<file path="src/rtl/fir_stream_pkg.sv">
// Shared types and helpers for the FIR stream driver: FSM state encoding and
// the width helper for the FIFO occupancy count.
package fir_stream_pkg;

   typedef enum logic [1:0] {
      ST_IDLE        = 2'd0,
      ST_SEND        = 2'd1,
      ST_WAIT_RESULT = 2'd2,
      ST_ACK         = 2'd3
   } state_t;

   localparam int DEFAULT_FIFO_DEPTH = 8;

   // The count has to represent FIFO_DEPTH itself, hence the extra bit.
   function automatic int countWidth(input int depth);
      return $clog2(depth) + 1;
   endfunction

endpackage

</file>
<file path="src/rtl/fir_sample_fifo.sv">
// Synchronous sample FIFO with power-of-two depth; pointers wrap naturally
// and the head entry is visible combinationally for a same-edge pop.
module fir_sample_fifo
   import fir_stream_pkg::*;
#(
   parameter int DATA_WIDTH = 24,
   parameter int FIFO_DEPTH = DEFAULT_FIFO_DEPTH
) (
   input  logic                              i_clk,
   input  logic                              i_rst_n,
   input  logic                              i_push,
   input  logic [DATA_WIDTH-1:0]             iv_data,
   input  logic                              i_pop,
   output logic [DATA_WIDTH-1:0]             ov_head,
   output logic [countWidth(FIFO_DEPTH)-1:0] ov_count,
   output logic                              o_full,
   output logic                              o_empty
);

   localparam int AW = $clog2(FIFO_DEPTH);
   localparam int CW = countWidth(FIFO_DEPTH);

   logic [DATA_WIDTH-1:0] r_mem [FIFO_DEPTH];
   logic [AW-1:0]         r_wrPtr;
   logic [AW-1:0]         r_rdPtr;
   logic [CW-1:0]         r_count;

   if (FIFO_DEPTH < 2 || (FIFO_DEPTH & (FIFO_DEPTH - 1)) != 0) begin : g_badDepth
      $error("fir_sample_fifo: FIFO_DEPTH must be a power of two and at least 2");
   end

   always_ff @(posedge i_clk) begin
      if (i_push) begin
         r_mem[r_wrPtr] <= iv_data;
      end
   end

   always_ff @(posedge i_clk) begin
      if (!i_rst_n) begin
         r_wrPtr <= '0;
         r_rdPtr <= '0;
         r_count <= '0;
      end else begin
         if (i_push) r_wrPtr <= r_wrPtr + 1'b1;
         if (i_pop)  r_rdPtr <= r_rdPtr + 1'b1;
         case ({i_push, i_pop})
            2'b10:   r_count <= r_count + 1'b1;
            2'b01:   r_count <= r_count - 1'b1;
            default: r_count <= r_count;
         endcase
      end
   end

   assign ov_head  = r_mem[r_rdPtr];
   assign ov_count = r_count;
   assign o_full   = (r_count == CW'(FIFO_DEPTH));
   assign o_empty  = (r_count == '0);

endmodule

</file>
<file path="src/rtl/fir_stream_driver.sv">
// Initiator-side driver for the FIR sample/result handshake, one transaction in flight.
// Optional watchdog enabled by defining FIR_STREAM_DRIVER_TIMEOUT_EN.
module fir_stream_driver
   import fir_stream_pkg::*;
#(
   parameter int DATA_WIDTH     = 24,
   parameter int FIFO_DEPTH     = DEFAULT_FIFO_DEPTH,
   parameter int TIMEOUT_CYCLES = 1024
) (
   input  logic                              i_clk,
   input  logic                              i_rst_n,
   input  logic                              i_en,
   input  logic [DATA_WIDTH-1:0]             iv_s_data,
   input  logic                              i_s_valid,
   output logic                              o_s_ready,
   output logic [DATA_WIDTH-1:0]             ov_fir_din,
   output logic                              o_fir_din_valid,
   input  logic                              i_fir_ready,
   input  logic [DATA_WIDTH-1:0]             iv_fir_dout,
   input  logic                              i_fir_dout_valid,
   output logic                              o_fir_dout_ready,
   output logic [DATA_WIDTH-1:0]             ov_m_data,
   output logic                              o_m_valid,
   input  logic                              i_m_ready,
   output logic [countWidth(FIFO_DEPTH)-1:0] ov_fifo_count,
   output logic                              o_busy,
   output logic                              o_timeout
);

   state_t                r_state;
   logic [DATA_WIDTH-1:0] r_firDin;
   logic                  r_firDinValid;
   logic                  r_firDoutReady;
   logic [DATA_WIDTH-1:0] r_mData;
   logic                  r_mValid;

   logic [DATA_WIDTH-1:0] w_head;
   logic                  w_full;
   logic                  w_empty;
   logic                  w_push;
   logic                  w_pop;
   logic                  w_capture;
   logic                  w_wdExpired;

   if (TIMEOUT_CYCLES < 2) begin : g_badTimeout
      $error("fir_stream_driver: TIMEOUT_CYCLES must be at least 2");
   end

   assign o_s_ready = ~w_full;
   assign w_push    = i_s_valid & ~w_full;
   assign w_pop     = (r_state == ST_IDLE) & ~w_empty & i_en;
   // The output slot is free if empty or being drained on this very edge.
   assign w_capture = (r_state == ST_WAIT_RESULT) & i_fir_dout_valid & (~r_mValid | i_m_ready);

   fir_sample_fifo #(
      .DATA_WIDTH(DATA_WIDTH),
      .FIFO_DEPTH(FIFO_DEPTH)
   ) u_fifo (
      .i_clk   (i_clk),
      .i_rst_n (i_rst_n),
      .i_push  (w_push),
      .iv_data (iv_s_data),
      .i_pop   (w_pop),
      .ov_head (w_head),
      .ov_count(ov_fifo_count),
      .o_full  (w_full),
      .o_empty (w_empty)
   );

`ifdef FIR_STREAM_DRIVER_TIMEOUT_EN
   localparam int TW = $clog2(TIMEOUT_CYCLES) + 1;

   logic [TW-1:0] r_wdCount;
   logic          r_timeout;

   // Expiry only counts when the FSM is not making progress on that same edge.
   assign w_wdExpired = (r_wdCount == TW'(TIMEOUT_CYCLES - 1)) &
                        (((r_state == ST_SEND) & ~i_fir_ready) |
                         ((r_state == ST_WAIT_RESULT) & ~w_capture));

   always_ff @(posedge i_clk) begin
      if (!i_rst_n) begin
         r_wdCount <= '0;
         r_timeout <= 1'b0;
      end else if (w_pop || ((r_state == ST_SEND) && i_fir_ready)) begin
         r_wdCount <= '0;
      end else if (w_wdExpired) begin
         r_wdCount <= '0;
         r_timeout <= 1'b1;
      end else if (r_state == ST_SEND || r_state == ST_WAIT_RESULT) begin
         r_wdCount <= r_wdCount + 1'b1;
      end
   end

   assign o_timeout = r_timeout;
`else
   assign w_wdExpired = 1'b0;
   assign o_timeout   = 1'b0;
`endif

   always_ff @(posedge i_clk) begin
      if (!i_rst_n) begin
         r_state        <= ST_IDLE;
         r_firDin       <= '0;
         r_firDinValid  <= 1'b0;
         r_firDoutReady <= 1'b0;
         r_mData        <= '0;
         r_mValid       <= 1'b0;
      end else begin
         r_firDoutReady <= 1'b0;
         if (r_mValid && i_m_ready) r_mValid <= 1'b0;
         case (r_state)
            ST_IDLE: begin
               if (w_pop) begin
                  r_firDin      <= w_head;
                  r_firDinValid <= 1'b1;
                  r_state       <= ST_SEND;
               end
            end
            ST_SEND: begin
               if (i_fir_ready) begin
                  r_firDinValid <= 1'b0;
                  r_state       <= ST_WAIT_RESULT;
               end else if (w_wdExpired) begin
                  r_firDinValid <= 1'b0;
                  r_state       <= ST_IDLE;
               end
            end
            ST_WAIT_RESULT: begin
               if (w_capture) begin
                  r_mData        <= iv_fir_dout;
                  r_mValid       <= 1'b1;
                  r_firDoutReady <= 1'b1;
                  r_state        <= ST_ACK;
               end else if (w_wdExpired) begin
                  r_state <= ST_IDLE;
               end
            end
            ST_ACK: begin
               r_state <= ST_IDLE;
            end
            default: r_state <= ST_IDLE;
         endcase
      end
   end

   assign ov_fir_din       = r_firDin;
   assign o_fir_din_valid  = r_firDinValid;
   assign o_fir_dout_ready = r_firDoutReady;
   assign ov_m_data        = r_mData;
   assign o_m_valid        = r_mValid;
   assign o_busy           = (r_state != ST_IDLE);

endmodule

</file>
<file path="config.mk">
export PLATFORM = sky130hd
export DESIGN_NAME = fir_stream_driver
export DESIGN_NICKNAME = d
export VERILOG_FILES = /design/src/rtl/fir_stream_pkg.sv /design/src/rtl/fir_sample_fifo.sv /design/src/rtl/fir_stream_driver.sv
export SDC_FILE = /design/constraint.sdc
export NUM_CORES = 1
export LEC_CHECK = 0
export CAP_MARGIN = 20
export CORE_MARGIN = 2
export CORE_UTILIZATION = 55
export DETAILED_ROUTE_END_ITERATION = 10
export GPL_ROUTABILITY_DRIVEN = 0
export PLACE_DENSITY = 0.79
export SYNTH_ARGS = -nofsm -noshare
export SYNTH_HDL_FRONTEND = slang
export SYNTH_SLANG_ARGS = --single-unit
</file>
<file path="constraint.sdc">
create_clock -name i_clk -period 4.6 [get_ports i_clk]
set_clock_uncertainty 0.2 [all_clocks]
set_input_delay 1.15 -clock i_clk [delete_from_list [all_inputs] [get_ports i_clk]]
set_output_delay 1.15 -clock i_clk [all_outputs]
set_load 0.05 [all_outputs]
</file>
======== Word-level counts from Yosys, hierarchy flattened ========
Memory sizes are Yosys's and may differ from the RTL's. A register that Yosys moved wholly into a read port is not among the register bits.
Cells that the tools add are included.
word-level totals
  register bits after elaboration ......... 39
  RAM bits ................................ 192
  output and inout port bits .............. 58
  input bits .............................. 55
  memories ................................ 1
  logic and storage cells ................. 57
memories
  name          depth  bits a word  read ports  clocked after Yosys merged registers in  wr ports  line                   source
  u_fifo.r_mem  8      24           1           1                                        1         fir_sample_fifo.sv:23  logic [DATA_WIDTH-1:0] r_mem [FIFO_DEPTH];
operators by class
  reduce and logical (&&, ||, !) cells .... 12
  multiplexer cells ....................... 14
  add/subtract/negate cells ............... 4
  bitwise operators ....................... 9
  equal/unequal tests ..................... 9
operator list
  cell                                                    count
  2-to-1 mux 1 bit                                        8
  case mux 2 bit (4 select lines)                         1
  case mux 4 bit (2 select lines)                         1
  adder 3 x 1 -> 3 bit (second input constant)            2
  == test 2 bit (second input constant)                   3
  2-to-1 mux 2 bit                                        3
  AND reduction 2 bit                                     3
  AND reduction 3 bit                                     2
  nonzero test 2 bit                                      3
  bitwise AND 1 bit                                       5
  adder 4 x 1 -> 4 bit (second input constant)            1
  == test 2 x 1 -> 1 bit (second input constant)          2
  == test 4 bit (second input constant)                   1
  zero test 4 bit                                         1
  inequality test 2 bit (second input constant)           2
  subtractor 4 x 1 -> 4 bit (second input constant)       1
  NOT 1 bit                                               3
  zero test 2 bit                                         1
  inequality test 2 x 1 -> 1 bit (second input constant)  1
  case mux 1 bit (2 select lines)                         1
  logical AND 1 bit                                       1
  zero test 1 bit                                         1
  OR 1 bit                                                1

======== Depth between registers and ports, before layout ========
  word-level depth ........................ 6
  depth in mapped cells ................... 13
  depth with buffers taken out ............ 12

======== Hierarchy ========
A second synthesis with hierarchy kept.
unflattened totals
  cell total of the unflattened synthesis .. 591
  area, all modules ....................... 10088.4 µm²
modules (own cells, without submodules)
  module             instances  area an instance (µm²)  sequential area each (µm²)  cells an instance
  fir_sample_fifo    1          7915.1                  6025.8                      348
  fir_stream_driver  1          2173.3                  1061.0                      243

======== Worst setup path before layout ========
Ideal clock, no wire load.
  path kind ............................... reg-to-reg
  start point ............................. register u_fifo.r_count[1] (netlist: u_fifo.ov_count[1])
  end point ............................... memory u_fifo.r_mem[0][0], enable pin
  cell stages (with the launch flop) ...... 6
  buffers on the path ..................... 2
  data arrival time ....................... 3.532 ns
  period minus slack after synthesis ...... 4.198 ns
  setup slack ............................. 0.402 ns
  path through ............................ dfxtp_1 -> buf_6 -> or4b_1 -> buf_6 -> nand2_8 -> nor4_1
between the ends
  word-level cells in the longest chain between the ends .. 5
RTL lines
  item                                    line                     source
  start, declared                         fir_sample_fifo.sv:26    logic [CW-1:0] r_count;
  start signal, assigned                  fir_sample_fifo.sv:47    2'b10: r_count <= r_count + 1'b1;
  start signal, assigned                  fir_sample_fifo.sv:48    2'b01: r_count <= r_count - 1'b1;
  start signal, assigned                  fir_sample_fifo.sv:49    default: r_count <= r_count;
  == test 4 bit                           fir_sample_fifo.sv:56    assign o_full = (r_count == CW'(FIFO_DEPTH));
  NOT 1 bit                               -
  net o_s_ready                           fir_stream_driver.sv:15  output logic o_s_ready,
  bitwise AND 1 bit                       fir_stream_driver.sv:50  assign w_push = i_s_valid & ~w_full;
  2-to-1 mux 1 bit                        fir_sample_fifo.sv:33    if (i_push) begin
  2-to-1 mux 1 bit (not written as such)  fir_sample_fifo.sv:34    r_mem[r_wrPtr] <= iv_data;
  end, declared                           fir_sample_fifo.sv:23
The timed path passes the listed nets, and every way through them passes these cells.

======== Worst setup path in the final report ========
  start point ............................. register u_fifo.r_count[1] (netlist: u_fifo.ov_count[1])
  end point ............................... output port o_s_ready
between the ends
  word-level cells in the longest chain between the ends .. 2
RTL lines
  item           line                     source
  == test 4 bit  fir_sample_fifo.sv:56
  NOT 1 bit      fir_stream_driver.sv:49  assign o_s_ready = ~w_full;
  end, declared  fir_stream_driver.sv:15
Every way passes these cells.

==> summary.md <==
| Metric | Value |
|---|---|
| Kind of critical path | `reg -> out` |
| Critical Path Max Stage Delay | `770 ps` |
| Status | `finished, final reports clean` |
| Leading area contributor after synthesis | `edfxtp_1` |
| Iter 0 DRT Violations | `436` |
| Global-route wire length before repair | `29.96 mm` |
| Peak Freq | `267.6 MHz` |
| Clk pwr share | `30.7%` |
| Switching Share | `30.92%` |
| Hold Buf Count CTS | `0` |
| Post-synth EDFFs | `192` |
| Post-DP HPWL | `10.59 mm` |
| RSZ-0062 raised after global routing | `no` |
| Synth cell count leaders | `edfxtp_1, dfxtp_1, nand2_1, mux4_2, a21boi_0` |
| Critical Path RT | `3250 ps` |
| Synth cell types | `45` |
| Register share of total power | `42.1%` |
| Area Growth Syn to Fin | `22.80%` |
| Die height | `136.7 microns` |
| Post-cts resize count | `0` |
| Mapped Cells | `566` |
| Num rows | `48` |
| GRT overflow | `0` |
| Post-layout nets | `747` |
| # DRC | `0` |
| Register area share after synthesis | `72.58%` |
| Avg WL per Cell | `21.33 microns` |
| FF+latch area | `7032 sq um` |
| Place WS | `716.3 ps` |
| Placeable core region | `17240 sq um` |
| Asr flop ratio synth | `0%` |
| Setup slack after layout | `862.6 ps` |
| Vias | `5366` |
| GR Util met3 | `3.926%` |
| Crit path from | `u_fifo.ov_count[1]` |
| Number of antenna diodes | `0` |
| TritonCTS clock tree | `done` |
| DR pass1 iterations | `5` |
| Worst Setup End Kind | `output pin` |
| Max cap viols | `0` |
| Setup Buffers After CTS | `0` |
| Initial Util | `56.17%` |
| Hold Vio Cnt, Final | `0` |
| Leak Pwr | `3.882 nW` |
| Syn nets | `629` |
| GRT Total Usage | `21.53%` |
| Met2 usage | `37.92%` |
| Critical path, cell by cell | `or4b_1 -> clkdlybuf4s50_1` |
| Port bufs | `111` |
| Slew HR | `44.83%` |
| FF+latch count, synth | `255` |
| Worst reg-to-reg setup slack | `1620 ps` |
| Tcrit/Tclk final | `81.25%` |
| Psw | `2.094 mW` |
| Vias per inst | `5.776` |
| Worst hold start | `ov_m_data[13]` |
| Combinational share of power | `27.3%` |
| GRT busiest layer | `met2` |
| Setup TNS | `0 ps` |
| Fillers | `1063` |
| Startpoint type of the worst setup path | `register` |
| Synthesized area | `9682 sq um` |
| Power per cell area | `569.7 nW/um^2` |
| Post-Route WL | `19.81 mm` |
| Layout cells sized above 1 | `16.76%` |
| Area share of the largest cell type after synthesis | `59.55%` |
| CP delay by family, top | `buffers and inverters` |
| Critical-path top delay cell | `clkdlybuf4s50_1` |
| Final Slew Violations | `0` |
| Multi-input logic area | `2460 sq um` |
| Dominant cell by count in the synthesized netlist | `edfxtp_1` |
| Synth Flop Type | `edfxtp_1` |
| Int Pwr | `4.679 mW` |
| Max VDD drop | `0.3858 mV` |
| Finished layout cell area | `11890 sq um` |
| DIE AREA | `18680 sq um` |
| Yosys warning count | `0` |
| Final min period | `3737 ps` |
| CTS Buf Count | `26` |
| Syn_area_per_cell | `17.11 sq um` |
| CP arrival | `2390 ps` |
| Worst skew pair latency | `540 ps` |
| Clock tree sinks | `255` |
| FF-to-FF Start | `r_state[0]` |
| Area contributors post-synth | `edfxtp_1, dfxtp_1, mux4_2` |
| Worst Hold Class | `reg -> reg` |
| # setup viols final | `0` |
| H-tree levels | `1` |
| Worst-path clk slew | `60 ps` |
| Num ports | `113` |
| Post-DP Area | `10970 sq um` |
| Die extent in x | `136.7 microns` |
| Antenna violations before repair | `0` |
| Root Buffer | `clkbuf_16` |
| Routed Antenna Nets | `0` |
| Largest net degree at the start of global routing | `66` |
| Actual slew at the worst max-slew pin | `825.2 ps` |
| CP Buf/Inv Count | `1` |
| Clk buf depth | `3` |
| Number of global-route vias before repair | `5521` |
| Met1 Usage GRT | `27.14%` |
| Worst Path Max Fanout | `9` |
worst register-to-register path, stage by stage, from the launching register on:
cell	delay, ps
dfxtp_1	330
inv_1	80
ha_1	240
and2_2	270
nand2_4	100
inv_4	310
ha_1	340
xor2_1	190
ha_1	170
a21oi_1	60
xor2_1	160
or3_1	300
a21boi_0	170
logic make-up (layout without fill, tap and decap cells):
| group | Yosys count | after routing | synth area share [%] |
|---|---|---|---|
| muxes | 51 | 51 | 11.48 |
| and+or+nand+nor | 121 | 121 | 6.152 |
| xor gates and xnor gates | 7 | 7 | 0.6333 |
| DFF | 255 | 255 | 72.58 |
| adders and majority gates | 8 | 8 | 1.034 |
| AOI/OAI and AO/OA | 86 | 86 | 5.725 |
| other | 1 | 1 | 0.03873 |
| buffers and inverters | 37 | 175 | 2.365 |
area by class of cell:
| class | instances | share of cell area [%] |
|---|---|---|
| repair buffers | 123 | 10.33 |
| multi-input cells | 274 | 20.69 |
| inverters | 4 | 0.1473 |
| clock inverters | 10 | 1.126 |
| flip-flops and latches | 255 | 59.15 |
| clock buffers | 38 | 6.188 |
| well taps | 225 | 2.368 |
placed cells by master (no fill, tap or decap), types with 5 or more instances in the layout:
| master | Yosys | layout |
|---|---|---|
| a21boi_0 | 28 | 28 |
| and2_1 | 6 | 6 |
| buf_4 | 2 | 10 |
| clkbuf_1 | 17 | 8 |
| clkbuf_16 | 0 | 26 |
| clkdlybuf4s50_1 | 0 | 110 |
| dfxtp_1 | 63 | 61 |
| edfxtp_1 | 192 | 192 |
| ha_1 | 8 | 8 |
| mux4_2 | 48 | 48 |
| nand2_1 | 59 | 59 |
| nand2b_1 | 5 | 5 |
| nor2_1 | 27 | 24 |
| o21ai_0 | 8 | 8 |
| o21ai_1 | 17 | 17 |
| o22ai_1 | 24 | 24 |
| xnor2_1 | 5 | 5 |
power groups by stage:
stage	combinational [mW]	sequential (mW)	clock [mW]
after global placement	1.68	2.99	0
after global routing	1.97	2.87	2.20
after floorplan	0.921	3.29	0
after detailed placement	1.71	3.00	0
after CTS	1.73	2.96	2.11
final	1.85	2.85	2.08
layer usage:
metal  up-vias  routed length (microns)
met5         -                        0
met4         0                      538
met3        46                     1422
met2       209                    10080
met1      2689                     7772
li1       2422                        -
metrics by stage:
| step | power, mW | hold slack, ps | std cells | utilization [%] |
|---|---|---|---|---|
| finish | 6.773 | 263.1 | 929 | 68.98 |
| global route | 7.044 | 286.5 | 929 | 68.98 |
| CTS | 6.800 | 268.7 | 927 | 68.70 |
| detailed placement | 4.709 | 260.6 | 879 | 63.65 |
| global placement | 4.671 | 255.5 | 879 | 63.65 |
| floorplan | 4.207 | 251.5 | 566 | - |
registers in the layout (all words and copies together) (netlist names):
| register | flops |
|---|---|
| u_fifo.r_rdPtr | 3 |
| o_fir_din_valid | 1 |
| o_fir_dout_ready | 1 |
| o_m_valid | 1 |
| ov_m_data | 24 |
| r_state | 2 |
| u_fifo.r_wrPtr | 3 |
| u_fifo.r_mem | 192 |
| ov_fir_din | 24 |
| u_fifo.ov_count | 4 |
worst paths after layout:
kind / to / depth (start not counted)
worst max-delay path: o_s_ready / 2
worst max register to register: u_fifo.ov_count[2] / 12
worst min-delay path: ov_m_data[13] / 2
worst min register to register: ov_m_data[13] / 2
No activity file was read; power rests on OpenSTA's default activity.
